File: config.mk
export PLATFORM = sky130hd
export DESIGN_NAME = mem_arbiter
export DESIGN_NICKNAME = d
export VERILOG_FILES = /design/src/rtl/mem_arbiter.sv
export SDC_FILE = /design/constraint.sdc
export NUM_CORES = 1
export LEC_CHECK = 0
export ABC_AREA = 1
export CORE_ASPECT_RATIO = 0.9
export CORE_MARGIN = 2
export CORE_UTILIZATION = 45
export CTS_CLUSTER_SIZE = 8
export DETAILED_ROUTE_END_ITERATION = 6
export GPL_TIMING_DRIVEN = 0
export PLACE_DENSITY = 0.77
export SLEW_MARGIN = 10
export SYNTH_ARGS = -nofsm -noshare
export SYNTH_HDL_FRONTEND = slang
export SYNTH_SLANG_ARGS = --single-unit
File: constraint.sdc
create_clock -name clk -period 6.2 [get_ports clk]
set_input_delay 1.24 -clock clk [delete_from_list [all_inputs] [get_ports clk]]
set_output_delay 1.24 -clock clk [all_outputs]
set_load 0.01 [all_outputs]
File: src/rtl/mem_arbiter.sv
// mem_arbiter: arbitrates instruction-fetch, data-read and data-write requests
// onto one single-port RAM. Writes are posted into an in-order write buffer.
// Reads that hit a buffered write address wait for it to drain. Each
// one-cycle-latency read response is steered back to the port that issued it.
//
// Ports:
//   clk, reset                      clock, asynchronous active-high reset
//   iready/iaddr -> igrant          instruction read request / issue strobe
//   iresp/idata                     instruction read response
//   drready/draddr -> drgrant       data read request / issue strobe
//   drresp/drdata                   data read response
//   dwready/dwaddr/dwdata/dwstrb    data write request; dwgrant = accepted
//   wbuf_empty                      write buffer empty (fence support)
//   mready/mwe/maddr/mwdata/mwstrb  memory access port
//   mrresp/mrdata                   memory read response (one cycle after read)
module mem_arbiter #(
  parameter int unsigned WBUF_DEPTH = 2
) (
  input  logic        clk,
  input  logic        reset,
  input  logic        iready,
  input  logic [29:0] iaddr,
  output logic        igrant,
  output logic        iresp,
  output logic [31:0] idata,
  input  logic        drready,
  input  logic [29:0] draddr,
  output logic        drgrant,
  output logic        drresp,
  output logic [31:0] drdata,
  input  logic        dwready,
  input  logic [29:0] dwaddr,
  input  logic [31:0] dwdata,
  input  logic [3:0]  dwstrb,
  output logic        dwgrant,
  output logic        wbuf_empty,
  output logic        mready,
  output logic        mwe,
  output logic [29:0] maddr,
  output logic [31:0] mwdata,
  output logic [3:0]  mwstrb,
  input  logic        mrresp,
  input  logic [31:0] mrdata
);

  localparam int unsigned AW = 30;
  localparam int unsigned DW = 32;
  localparam int unsigned SW = 4;
  localparam int unsigned PW = $clog2(WBUF_DEPTH);

  // Write buffer storage and per-slot occupancy
  logic [AW-1:0]         wb_addr [WBUF_DEPTH];
  logic [DW-1:0]         wb_data [WBUF_DEPTH];
  logic [SW-1:0]         wb_strb [WBUF_DEPTH];
  logic [WBUF_DEPTH-1:0] wb_valid;
  logic [PW-1:0]         head;
  logic [PW-1:0]         tail;

  logic rr_d;       // 1: next read tie goes to the data port
  logic tag_valid;  // a read was issued last cycle
  logic tag_d;      // that read belongs to the data port

  logic [AW-1:0] maddr_q;
  logic [DW-1:0] mwdata_q;
  logic [SW-1:0] mwstrb_q;
  logic [DW-1:0] idata_q;
  logic [DW-1:0] drdata_q;

  logic full;
  logic i_hit;
  logic d_hit;
  logic i_ok;
  logic d_ok;
  logic drain;
  logic issue_i;
  logic issue_d;
  logic tie;
  logic enq;

  assign full       = &wb_valid;
  assign wbuf_empty = ~|wb_valid;

  // Read-after-write hazard against buffered (not incoming) writes
  always_comb begin
    i_hit = 1'b0;
    d_hit = 1'b0;
    for (int k = 0; k < WBUF_DEPTH; k++) begin
      if (wb_valid[PW'(k)] && (wb_addr[PW'(k)] == iaddr))  i_hit = 1'b1;
      if (wb_valid[PW'(k)] && (wb_addr[PW'(k)] == draddr)) d_hit = 1'b1;
    end
  end

  assign i_ok = iready && !i_hit;
  assign d_ok = drready && !d_hit;

  // Per-cycle memory port decision; priority order matters
  always_comb begin
    drain   = 1'b0;
    issue_i = 1'b0;
    issue_d = 1'b0;
    tie     = 1'b0;
    if (!reset) begin
      if (full) begin
        drain = 1'b1;
      end else if (i_ok && d_ok) begin
        tie     = 1'b1;
        issue_d = rr_d;
        issue_i = !rr_d;
      end else if (i_ok) begin
        issue_i = 1'b1;
      end else if (d_ok) begin
        issue_d = 1'b1;
      end else if (!wbuf_empty) begin
        drain = 1'b1;
      end
    end
  end

  assign igrant  = issue_i;
  assign drgrant = issue_d;
  assign dwgrant = !reset && dwready && !full;
  // Zero-strobe writes are acknowledged but never stored
  assign enq     = dwgrant && (dwstrb != 4'h0);

  assign mready = drain || issue_i || issue_d;
  assign mwe    = drain;
  assign maddr  = drain   ? wb_addr[head] :
                  issue_i ? iaddr :
                  issue_d ? draddr : maddr_q;
  assign mwdata = drain ? wb_data[head] : mwdata_q;
  assign mwstrb = drain ? wb_strb[head] : mwstrb_q;

  // Response steering by the tag of last cycle's read
  assign iresp  = !reset && mrresp && tag_valid && !tag_d;
  assign drresp = !reset && mrresp && tag_valid && tag_d;
  assign idata  = iresp  ? mrdata : idata_q;
  assign drdata = drresp ? mrdata : drdata_q;

  // Buffer payload needs no reset; occupancy is tracked by wb_valid
  always_ff @(posedge clk) begin
    if (enq) begin
      wb_addr[tail] <= dwaddr;
      wb_data[tail] <= dwdata;
      wb_strb[tail] <= dwstrb;
    end
  end

  // Control state and held output values
  always_ff @(posedge clk or posedge reset) begin
    if (reset) begin
      wb_valid  <= '0;
      head      <= '0;
      tail      <= '0;
      rr_d      <= 1'b1;
      tag_valid <= 1'b0;
      tag_d     <= 1'b0;
      maddr_q   <= '0;
      mwdata_q  <= '0;
      mwstrb_q  <= '0;
      idata_q   <= '0;
      drdata_q  <= '0;
    end else begin
      if (enq) begin
        wb_valid[tail] <= 1'b1;
        tail           <= tail + PW'(1);
      end
      if (drain) begin
        wb_valid[head] <= 1'b0;
        head           <= head + PW'(1);
      end
      if (tie) rr_d <= !rr_d;
      tag_valid <= issue_i || issue_d;
      tag_d     <= issue_d;
      maddr_q   <= maddr;
      mwdata_q  <= mwdata;
      mwstrb_q  <= mwstrb;
      idata_q   <= idata;
      drdata_q  <= drdata;
    end
  end

endmodule

==> results.tsv, run 1 <==
stage	metric	value	unit
status	status	finished clean	
logic_synthesis	async_flop_share	0.509	
clocking	cts_max_level	2	
global_route	overflow	0	
place	dp_cells	2037	
critical_path	cp.buffers_inverters	5	
power	p_total	7.60	mW
critical_path	critPathTopFamily	buffers and inverters	
power	clockPowerShare	0.255	
logic_synthesis	syn_nets	1544	
logic_synthesis	synth_top_family_by_area	simple AND/OR/NAND/NOR gates	
logic_synthesis	yosys.area_share.adder	0	
floorplanning	die_h	159	microns
logic_synthesis	synth-simple-area-share	0.251	
critical_path	critPathMaxStageDelay	0.62	ns
cells_and_area	nNetsFinal	1894	
logic_synthesis	synthTopCellsByCount	nand2_1, inv_1, dfrtp_1	
logic_synthesis	synth_compound_area_frac	0.0409	
critical_path	cp-startpoint	reset	
logic_synthesis	synthMuxAreaShare	0	
global_route	grt_pass1_vias	10100	
timing	setup_viol	0	
critical_path	setup.worst_path.end	maddr[18]	
routing	ant_nets	0	
power	swShare	0.344	
critical_path	r2r_setup_slack	3.75	ns
place	place_area	15600	sq um
routing	first_iter_violations	864	
logic_synthesis	synthCells	1380	
global_route	antenna_found_initial	3	
power	p_seq_frac	0.340	
routing	avgRoutedWirePerCell	17.4	microns
global_route	use_met3	0.0618	
clocking	cts_tree	built	
timing	fmax	0.170	GHz
timing	finalWorstPathRequiredPeriod	5.87	ns
place	dp_slack	0.341	ns
clocking	cts_sinks	269	
power	p_per_area	455	nW/um^2
routing	wl	36.7	mm
timing	slew_violations	0	
worst_hold_path	hold_class	reg -> reg	
global_route	busiest_layer	met2	
clocking	post_cts_buffers	0	
power	pwr-share-comb	0.405	
logic_synthesis	synth-seq-area-share	0.618	
logic_synthesis	yosys_warnings	0	
logic_synthesis	yosysMostFrequentCell	nand2_1	
floorplanning	io_pins	302	
critical_path	path_common_cell	nand2_1	
floorplanning	die_w	176	microns
timing	tightest_slew	1.20	ns
logic_synthesis	synth_cell_types	23	
critical_path	worstPathRequired	4.96	ns
timing	finClkSkew	0.0182	ns
clocking	clock-root-buffer	clkbuf_16	
critical_path	end_kind	output port	
critical_path	r2r-end	mwdata_q[25]	
timing	fin_setup_tns	0	ns
logic_synthesis	syn_area_per_cell	8.67	sq um
routing	vias_per_cell	4.97	
logic_synthesis	synthTopCellsByArea	edfxtp_1, dfrtp_1, nand2_1	
timing	fin_ws	0.330	ns
critical_path	crit_type	in -> out	
routing	drc	0	
cells_and_area	drive_above_1_share	0.0593	
critical_path	cp.depth	12	
logic_synthesis	synth_top_flop_cell	dfrtp_1	
global_route	grt_max_degree	36	
power	p_leak	7.84	nW
cells_and_area	finalNonFillerCells	2105	
clocking	cts_made_buffers	39	
timing	slew_headroom	0.188	
logic_synthesis	synth_area	12000	sq um
routing	drt_pass1_iterations	5	
critical_path	worstPathArrival	4.63	ns
timing	finalHoldViolCount	0	
power	p_int	4.99	mW
floorplanning	num_rows	56	
critical_path	cp-start-kind	input pin	
clocking	cts_resized	0	
logic_synthesis	synth-xor-area-share	0.0124	
logic_synthesis	synth-seq-cells	269	
floorplanning	core_area	26100	sq um
floorplanning	die_area	27900	sq um
global_route	use_met2	0.438	
global_route	grt_first_pass_wirelength	55.2	mm
critical_path	cp_slowest_cell	clkdlybuf4s50_1	
global_route	track_usage	0.258	
routing	vias	10500	
job	maxCapViolCount	0	
logic_synthesis	synth_edf_count	132	
place	dp_hpwl	26.3	mm
cells_and_area	area_delta_synth_final	39.8	%
critical_path	path_max_fanout	32	
critical_path	reg2regPathDepth	14	
clocking	clk-insertion-delay-late	0.52	ns
critical_path	reg2reg_from	wb_addr[0][5]	
power	p_sw	2.62	mW
place	port_buffers	301	
timing	period_share	0.947	
cells_and_area	fin_area	16700	sq um
timing	worst_hold_slack	0.475	ns
clocking	cts_hold_buf	0	
place	gp_congestion	0.899	
critical_path	path_cells	clkdlybuf4s50_1 -> clkinvlp_4 -> buf_12 -> nand2_1 -> nor2_2 -> nand2_1 -> buf_2 -> nand2_1 -> nand3_1 -> nand2_1 -> nand2_1 -> clkdlybuf4s50_1	
logic_synthesis	yosysTopAreaCell	edfxtp_1	
cells_and_area	postLayoutCoreUtil	0.641	
global_route	met1_usage	0.326	
power	ir_drop	0.276	mV
floorplanning	start_util	0.459	
timing	rsz0062_at_grt	no	
logic_synthesis	synth_top_area_share	0.331	
clocking	clockBufferDepth	3	
clocking	cts.clk_slew.worst_paths	0.05	ns
## how the worst min path moves through the flow
stage	startpoint	end	slack, ns	cells after the start
after global placement	mwdata_q[4]	mwdata_q[4]	0.46	2
after CTS	mwdata_q[29]	mwdata_q[29]	0.48	2
after detailed placement	mwdata_q[3]	mwdata_q[3]	0.47	2
final	mwdata_q[29]	mwdata_q[29]	0.48	2
after floorplan	rr_d	rr_d	0.48	2
after global routing	mwdata_q[28]	mwdata_q[28]	0.51	2
## sequential cells by signal (all words and copies together), names as in the netlist
name,flops
head,1
wb_strb,8
wb_data,64
tag_valid,1
tail,1
idata_q,32
maddr_q,30
wb_valid,2
wb_addr,60
drdata_q,32
mwstrb_q,4
mwdata_q,32
rr_d,1
tag_d,1
## cells by family after synthesis
| family | after synthesis |
|---|---|
| buffers and inverters | 235 |
| AOI/OAI and AO/OA | 97 |
| xor gates and xnor gates | 17 |
| and+or+nand+nor | 762 |
| DFF | 269 |
## worst min-delay path, cell delays in order, from the launching register on
cell     delay [ns]
dfrtp_1        0.31
nand2_1        0.05
nand2_1        0.08
## layout make-up
cell class                      instances  area (sq um)
Clock inverter                          2          25.0
Inverter                              176           664
Timing Repair Buffer                  309          3170
Multi-Input combinational cell        876          3650
Sequential cell                       269          7390
Clock buffer                           63          1100
Antenna cell                            3          7.51
Buffer                                 59           269
Fill cell                            2178          9350
Tap cell                              348           435
## metal layers
layer / vias to the layer above / routed length, microns
li1: 5011 / -
met2: 511 / 17400
met5: - / 0
met1: 4869 / 14800
met4: 0 / 906
met3: 78 / 3490
## power by group through the flow
stage	clock network, mW	logic, mW	registers [mW]
floorplan	0	1.45	2.58
global placement	0	2.98	2.61
detailed placement	0	3.06	2.61
CTS	1.97	3.09	2.58
global route	2.06	3.37	2.63
finish	1.94	3.08	2.59
## cells in the final DEF (no fill, tap or decap), types with 2 or more instances in the layout
| master | Yosys | layout |
|---|---|---|
| a21oi_1 | 4 | 4 |
| buf_2 | 26 | 26 |
| edfxtp_1 | 132 | 132 |
| buf_6 | 2 | 2 |
| clkdlybuf4s50_1 | 0 | 301 |
| dfrtp_1 | 136 | 136 |
| nor2_1 | 27 | 25 |
| nand4_1 | 4 | 4 |
| buf_1 | 4 | 4 |
| nand3_1 | 97 | 97 |
| xnor2_1 | 13 | 13 |
| nor2_4 | 0 | 2 |
| diode_2 | 0 | 3 |
| clkinv_1 | 4 | 4 |
| clkbuf_1 | 27 | 49 |
| xor2_1 | 4 | 4 |
| clkbuf_16 | 0 | 40 |
| nor3_1 | 2 | 2 |
| o21ai_0 | 92 | 92 |
| inv_1 | 153 | 152 |
| buf_12 | 0 | 8 |
| inv_2 | 19 | 19 |
| nand2_1 | 629 | 629 |
(Power assumes the default switching activity.)
==> run 2: changes to the inputs <==
--- a/config.mk
+++ b/config.mk
@@ -6,6 +6,7 @@
 export NUM_CORES = 1
 export LEC_CHECK = 0
 export ABC_AREA = 1
+export ABC_CLOCK_PERIOD_IN_PS = 6200
 export CORE_ASPECT_RATIO = 0.9
 export CORE_MARGIN = 2
 export CORE_UTILIZATION = 45
==> constraint.sdc (replaced) <==
create_clock -name clk -period 6.2 [get_ports clk]
set_input_delay 0.62 -clock clk [delete_from_list [all_inputs] [get_ports clk]]
set_output_delay 0.62 -clock clk [all_outputs]
set_load 0.01 [all_outputs]
==> results of run 2 <==
Same layout as run 1 (identical final DEF). Status: finished clean.
Among the figures that moved: setup slack after placement 0.341 ns -> 1.58 ns; setup slack after layout 0.330 ns -> 1.57 ns
